===== config.mk =====
export PLATFORM = sky130hd
export DESIGN_NAME = imem_arbiter_flat
export DESIGN_NICKNAME = d
export VERILOG_FILES = /design/src/rtl/imem_arbiter_if.sv /design/src/rtl/imem_arbiter.sv /design/src/flat_wrapper.sv
export SDC_FILE = /design/constraint.sdc
export NUM_CORES = 1
export LEC_CHECK = 0
export BUFFER_PORTS_ARGS = -buffer_cell sky130_fd_sc_hd__buf_2
export CAP_MARGIN = 40
export CORE_ASPECT_RATIO = 1.75
export CORE_UTILIZATION = 40
export CTS_CLUSTER_SIZE = 16
export DETAILED_ROUTE_END_ITERATION = 16
export PLACE_DENSITY = 0.81
export SLEW_MARGIN = 20
export SYNTH_ARGS = -nofsm -noshare
export SYNTH_HDL_FRONTEND = slang
export SYNTH_SLANG_ARGS = --single-unit

===== constraint.sdc =====
create_clock -name clk -period 2.96 [get_ports clk]
set_input_delay 0.888 -clock clk [delete_from_list [all_inputs] [get_ports clk]]
set_output_delay 0.888 -clock clk [all_outputs]
set_load 0.03 [all_outputs]

===== src/rtl/imem_arbiter_if.sv =====
// Bus bundle between the instruction-memory arbiter, the IF fetch port, the loader port and the memory macro.
interface imem_arbiter_if #(
   parameter int unsigned ADDR_WIDTH = 10,
   parameter int unsigned DATA_WIDTH = 32
);
   logic                  fetch_req_i;
   logic [ADDR_WIDTH-1:0] fetch_addr_i;
   logic                  fetch_gnt_o;
   logic                  fetch_rvalid_o;
   logic [DATA_WIDTH-1:0] fetch_rdata_o;
   logic                  pc_we_o;
   logic                  ld_req_i;
   logic                  ld_we_i;
   logic [ADDR_WIDTH-1:0] ld_addr_i;
   logic [DATA_WIDTH-1:0] ld_wdata_i;
   logic                  ld_gnt_o;
   logic                  ld_rvalid_o;
   logic [DATA_WIDTH-1:0] ld_rdata_o;
   logic                  ld_done_i;
   logic                  mem_en_o;
   logic                  mem_we_o;
   logic [ADDR_WIDTH-1:0] mem_addr_o;
   logic [DATA_WIDTH-1:0] mem_wdata_o;
   logic [DATA_WIDTH-1:0] mem_rdata_i;

   modport slave (
      input  fetch_req_i, fetch_addr_i, ld_req_i, ld_we_i, ld_addr_i, ld_wdata_i,
             ld_done_i, mem_rdata_i,
      output fetch_gnt_o, fetch_rvalid_o, fetch_rdata_o, pc_we_o, ld_gnt_o, ld_rvalid_o,
             ld_rdata_o, mem_en_o, mem_we_o, mem_addr_o, mem_wdata_o
   );

   modport master (
      output fetch_req_i, fetch_addr_i, ld_req_i, ld_we_i, ld_addr_i, ld_wdata_i,
             ld_done_i, mem_rdata_i,
      input  fetch_gnt_o, fetch_rvalid_o, fetch_rdata_o, pc_we_o, ld_gnt_o, ld_rvalid_o,
             ld_rdata_o, mem_en_o, mem_we_o, mem_addr_o, mem_wdata_o
   );
endinterface


===== src/rtl/imem_arbiter.sv =====
// Shares the single-port instruction memory between IF fetch and the loader/debug port,
// with a loader-only boot phase and a fetch-priority run phase with anti-starvation.
module imem_arbiter #(
   parameter int unsigned ADDR_WIDTH = 10,
   parameter int unsigned DATA_WIDTH = 32,
   parameter int unsigned MAX_STARVE = 4
) (
   input  logic           clk,
   input  logic           rst,
   imem_arbiter_if.slave  bus
);
   localparam int unsigned CNT_W = $clog2(MAX_STARVE + 1);

   typedef enum logic {ST_BOOT, ST_RUN} state_t;
   typedef enum logic [1:0] {OWN_NONE, OWN_FETCH, OWN_LOAD} owner_t;

   state_t                r_state, w_state_nxt;
   owner_t                r_owner, w_owner_nxt;
   logic [CNT_W-1:0]      r_starve, w_starve_nxt;
   logic [DATA_WIDTH-1:0] r_fetch_rdata, r_ld_rdata;
   logic                  w_fetch_gnt, w_ld_gnt;
   logic [ADDR_WIDTH-1:0] w_mem_addr;

   // Next state and grant decode; reset suppresses every grant
   always_comb begin
      w_state_nxt = r_state;
      w_fetch_gnt = 1'b0;
      w_ld_gnt    = 1'b0;
      if (!rst) begin
         case (r_state)
            ST_BOOT: begin
               w_ld_gnt = bus.ld_req_i;
               if (bus.ld_done_i) w_state_nxt = ST_RUN;
            end
            ST_RUN: begin
               if (bus.ld_req_i && (r_starve == CNT_W'(MAX_STARVE))) w_ld_gnt    = 1'b1;
               else if (bus.fetch_req_i)                             w_fetch_gnt = 1'b1;
               else if (bus.ld_req_i)                                w_ld_gnt    = 1'b1;
            end
         endcase
      end
   end

   // Starvation counter and read-return ownership
   always_comb begin
      w_starve_nxt = r_starve;
      if (!bus.ld_req_i || w_ld_gnt)               w_starve_nxt = '0;
      else if (r_starve != CNT_W'(MAX_STARVE))    w_starve_nxt = r_starve + CNT_W'(1);

      w_owner_nxt = OWN_NONE;
      if (w_fetch_gnt)                   w_owner_nxt = OWN_FETCH;
      else if (w_ld_gnt && !bus.ld_we_i) w_owner_nxt = OWN_LOAD;
   end

   always_ff @(posedge clk) begin
      if (rst) begin
         r_state       <= ST_BOOT;
         r_owner       <= OWN_NONE;
         r_starve      <= '0;
         r_fetch_rdata <= '0;
         r_ld_rdata    <= '0;
      end else begin
         r_state  <= w_state_nxt;
         r_owner  <= w_owner_nxt;
         r_starve <= w_starve_nxt;
         if (r_owner == OWN_FETCH) r_fetch_rdata <= bus.mem_rdata_i;
         if (r_owner == OWN_LOAD)  r_ld_rdata    <= bus.mem_rdata_i;
      end
   end

   assign w_mem_addr      = w_ld_gnt ? bus.ld_addr_i : bus.fetch_addr_i;

   assign bus.fetch_gnt_o = w_fetch_gnt;
   assign bus.pc_we_o     = w_fetch_gnt;
   assign bus.ld_gnt_o    = w_ld_gnt;
   assign bus.mem_en_o    = w_fetch_gnt | w_ld_gnt;
   assign bus.mem_we_o    = w_ld_gnt & bus.ld_we_i;
   assign bus.mem_addr_o  = w_mem_addr;
   assign bus.mem_wdata_o = bus.ld_wdata_i;

   // Read data passes straight from memory on the return cycle, otherwise holds the last value
   assign bus.fetch_rvalid_o = !rst && (r_owner == OWN_FETCH);
   assign bus.ld_rvalid_o    = !rst && (r_owner == OWN_LOAD);
   assign bus.fetch_rdata_o  = rst ? DATA_WIDTH'(0)
                             : ((r_owner == OWN_FETCH) ? bus.mem_rdata_i : r_fetch_rdata);
   assign bus.ld_rdata_o     = rst ? DATA_WIDTH'(0)
                             : ((r_owner == OWN_LOAD) ? bus.mem_rdata_i : r_ld_rdata);
endmodule


===== src/flat_wrapper.sv =====
// flat-port wrapper written by rule: the top's interface ports become plain ports
module imem_arbiter_flat 
#(
   parameter int unsigned ADDR_WIDTH = 10,
   parameter int unsigned DATA_WIDTH = 32,
   parameter int unsigned MAX_STARVE = 4
)
  (clk, rst, bus_fetch_req_i, bus_fetch_addr_i, bus_ld_req_i, bus_ld_we_i, bus_ld_addr_i, bus_ld_wdata_i, bus_ld_done_i, bus_mem_rdata_i, bus_fetch_gnt_o, bus_fetch_rvalid_o, bus_fetch_rdata_o, bus_pc_we_o, bus_ld_gnt_o, bus_ld_rvalid_o, bus_ld_rdata_o, bus_mem_en_o, bus_mem_we_o, bus_mem_addr_o, bus_mem_wdata_o);
  imem_arbiter_if #(.ADDR_WIDTH(ADDR_WIDTH), .DATA_WIDTH(DATA_WIDTH)) bus_i ();
  input  logic clk;
  input  logic rst;
  input wire logic [$bits(bus_i.fetch_req_i)-1:0] bus_fetch_req_i;
  input wire logic [$bits(bus_i.fetch_addr_i)-1:0] bus_fetch_addr_i;
  input wire logic [$bits(bus_i.ld_req_i)-1:0] bus_ld_req_i;
  input wire logic [$bits(bus_i.ld_we_i)-1:0] bus_ld_we_i;
  input wire logic [$bits(bus_i.ld_addr_i)-1:0] bus_ld_addr_i;
  input wire logic [$bits(bus_i.ld_wdata_i)-1:0] bus_ld_wdata_i;
  input wire logic [$bits(bus_i.ld_done_i)-1:0] bus_ld_done_i;
  input wire logic [$bits(bus_i.mem_rdata_i)-1:0] bus_mem_rdata_i;
  output wire logic [$bits(bus_i.fetch_gnt_o)-1:0] bus_fetch_gnt_o;
  output wire logic [$bits(bus_i.fetch_rvalid_o)-1:0] bus_fetch_rvalid_o;
  output wire logic [$bits(bus_i.fetch_rdata_o)-1:0] bus_fetch_rdata_o;
  output wire logic [$bits(bus_i.pc_we_o)-1:0] bus_pc_we_o;
  output wire logic [$bits(bus_i.ld_gnt_o)-1:0] bus_ld_gnt_o;
  output wire logic [$bits(bus_i.ld_rvalid_o)-1:0] bus_ld_rvalid_o;
  output wire logic [$bits(bus_i.ld_rdata_o)-1:0] bus_ld_rdata_o;
  output wire logic [$bits(bus_i.mem_en_o)-1:0] bus_mem_en_o;
  output wire logic [$bits(bus_i.mem_we_o)-1:0] bus_mem_we_o;
  output wire logic [$bits(bus_i.mem_addr_o)-1:0] bus_mem_addr_o;
  output wire logic [$bits(bus_i.mem_wdata_o)-1:0] bus_mem_wdata_o;
  assign bus_i.fetch_req_i = bus_fetch_req_i;
  assign bus_i.fetch_addr_i = bus_fetch_addr_i;
  assign bus_i.ld_req_i = bus_ld_req_i;
  assign bus_i.ld_we_i = bus_ld_we_i;
  assign bus_i.ld_addr_i = bus_ld_addr_i;
  assign bus_i.ld_wdata_i = bus_ld_wdata_i;
  assign bus_i.ld_done_i = bus_ld_done_i;
  assign bus_i.mem_rdata_i = bus_mem_rdata_i;
  assign bus_fetch_gnt_o = bus_i.fetch_gnt_o;
  assign bus_fetch_rvalid_o = bus_i.fetch_rvalid_o;
  assign bus_fetch_rdata_o = bus_i.fetch_rdata_o;
  assign bus_pc_we_o = bus_i.pc_we_o;
  assign bus_ld_gnt_o = bus_i.ld_gnt_o;
  assign bus_ld_rvalid_o = bus_i.ld_rvalid_o;
  assign bus_ld_rdata_o = bus_i.ld_rdata_o;
  assign bus_mem_en_o = bus_i.mem_en_o;
  assign bus_mem_we_o = bus_i.mem_we_o;
  assign bus_mem_addr_o = bus_i.mem_addr_o;
  assign bus_mem_wdata_o = bus_i.mem_wdata_o;
  imem_arbiter #(.ADDR_WIDTH(ADDR_WIDTH), .DATA_WIDTH(DATA_WIDTH), .MAX_STARVE(MAX_STARVE)) u_core (.clk(clk), .rst(rst), .bus(bus_i));
endmodule

==> results.txt <==
cts hold-fix bufs: 0
Core ar.: 6960 µm²
max incr delay on CP: 310 ps
Hold Slack: 454 ps
n_diodes: 0
Overall Power: 2.23 mW
detailed-route via count: 2701
Max Cap Violations: 0
number of gates resized after cts: 0
reg-to-reg slack, setup: 1530 ps
Synth Instances: 358
vias in the first global route: 2578
Mean Syn Cell Area: 8.10 µm²
Setup crit end kind: output port
Syn-to-layout area delta: 28.7%
# fillers: 633
largest net degree at the start of global routing: 41
# clock sinks: 70
CTS Buf Count: 9
Cell Pwr Density: 598 nW/µm²
Worst IR Drop VDD: 0.000418 V
ys async rst share: 0%
P_leak: 1.72 nW
crit path DAT: 2020 ps
drc violations: 0
worst-path fanout max: 10
die area: 7610 µm²
Die W: 66.4 µm
Yosys warnings: 0
Root Buffer: clkbuf_16
startpoint types: input pin
initial antenna violation count: 0
total track usage: 20.2%
main flop type after synthesis: dfxtp_1
Port Buffer Count: 138
fraction of layout cells with a size suffix above 1: 38.5%
final hold vios: 0
post-layout util: 53.7%
Synth area leaders: dfxtp_1, nand2_1, a21oi_1
Cell Rows: 40
multi-input logic area: 1130 µm²
register area: 1400 µm²
run status: complete, no violations
Starting Density: 41.7%
Distinct cells, synth: 20
count leader, synth: nand2_1
required time worst endpoint: 2070 ps
DRT Wirelength: 7530 µm
I/O Pins: 203
period utilisation layout: 98.2%
global-route wire length before repair: 11200 µm
Post-CTS Setup Inserts: 0
Final Max Slew Viols: 0
Hold Crit Class: reg2reg
RSZ-0062 raised after global routing: false
clock-pin slew on the worst setup and hold paths: 50 ps
H-tree Lvls: 3
largest area contributor in the netlist: dfxtp_1
gpl congestion: 0.800
Starting DRT DRC Count: 63
most frequent CP cell: buf_2
Post-Place Worst Slack: 13.3 ps
vias per cell: 4.89
synthesized flop and latch total: 70
Final min period: 2910 ps
slew margin rel.: 76.3%
grt ovf: 0
CTS tree: built
Die Y: 115 µm
Clk Latency, worst-skew pair: 320 ps
synthesized area: 2900 µm²
Post-synth EDFFs: 0
critical path type: in2out
share of the synthesized area in the top cell type: 48.3%
First-pass DRT Iterations: 4
slowest cell on the critical path: mux2_4
Worst Clk Skew: 4.45 ps
Mapped Nets: 450
sequential element share of the synthesized area: 48.3%
Final WS setup: 53.9 ps
fmax: 344 MHz
setup_tns: 0 ps
Final ANT Viol Nets: 0
routed len/inst: 13.6 µm
Worst-Margin Slew: 355 ps
fin nets: 556
synth cell count leaders: nand2_1, dfxtp_1, a21oi_1, buf_4, buf_2
buffer depth of the longest clock path: 2
CP Cell Sequence: buf_2 > nand2b_4 > a31oi_4 > buf_6 > mux2_4 > buf_2
setup violators final: 0
HPWL Detailed: 5720 µm
-- flip-flops by register name (all words and copies together) (netlist names) --
| name | flops |
|---|---|
| u_core.r_starve | 3 |
| u_core.r_state | 1 |
| u_core.r_owner | 2 |
| u_core.r_fetch_rdata | 32 |
| u_core.r_ld_rdata | 32 |
-- power breakdown --
| part | leakage (nW) | switching (mW) | total [mW] | internal [mW] |
|---|---|---|---|---|
| Clock | 0.133 | 0.355 | 0.961 | 0.607 |
| Combinational | 1.02 | 0.186 | 0.289 | 0.103 |
| Sequential | 0.568 | 0.00902 | 0.980 | 0.971 |
-- worst max-delay path, delay by kind of cell --
family                 cells  cell delay (ps)
AND/OR/NAND/NOR            1              150
AO/OA/AOI/OAI              1              160
multiplexers               1              310
buffers and inverters      3              500
-- final cells by class --
class | instances | share of cell area [%]
flip-flops and latches | 70 | 37.5
multi-input cells | 227 | 30.2
repair buffers | 153 | 22.0
clock buffers | 14 | 7.07
well taps | 84 | 2.82
inverters | 3 | 0.302
clock inverters | 1 | 0.134
-- metal layers --
| layer | GRT usage (%) | vias to the layer above | wire length, µm |
|---|---|---|---|
| li1 | - | 1316 | - |
| met1 | 17.1 | 1235 | 2560 |
| met2 | 38.6 | 113 | 4210 |
| met3 | 4.48 | 37 | 379 |
| met4 | 15.2 | 0 | 381 |
| met5 | 0 | - | 0 |
-- metrics by stage --
step	std cells	area (µm²)
floorplan	358	2910
global placement	537	3460
detailed placement	537	3460
CTS	552	3730
global route	552	3730
finish	552	3730
-- final timing paths --
path	from	to	depth (start not counted)
worst min register to register	u_core.r_starve[0]	u_core.r_starve[0]	1
worst min-delay path	u_core.r_starve[0]	u_core.r_starve[0]	1
worst max register to register	u_core.r_owner[1]	u_core.r_fetch_rdata[24]	4
worst max-delay path	rst	bus_mem_addr_o[7]	6
-- logic make-up after synthesis --
group | synth area share (%)
xor gates and xnor gates | 0.302
AOI/OAI and AO/OA | 12.6
muxes | 4.79
and+or+nand+nor | 19.9
adders and majority gates | 0.863
buffers and inverters | 13.2
DFF | 48.3
-- cell usage in the layout (no fill, tap or decap), types with 3 or more instances in the layout --
master / synthesis / routed
buf_4: 33 / 13
nand2_1: 130 / 130
clkbuf_16: 0 / 9
dfxtp_1: 70 / 70
mux2_2: 3 / 3
buf_2: 12 / 138
inv_1: 3 / 3
clkbuf_1: 11 / 3
a21oi_1: 65 / 65
nor2_1: 8 / 8
mux2_4: 7 / 7
Power figures use the tool's default switching activity.
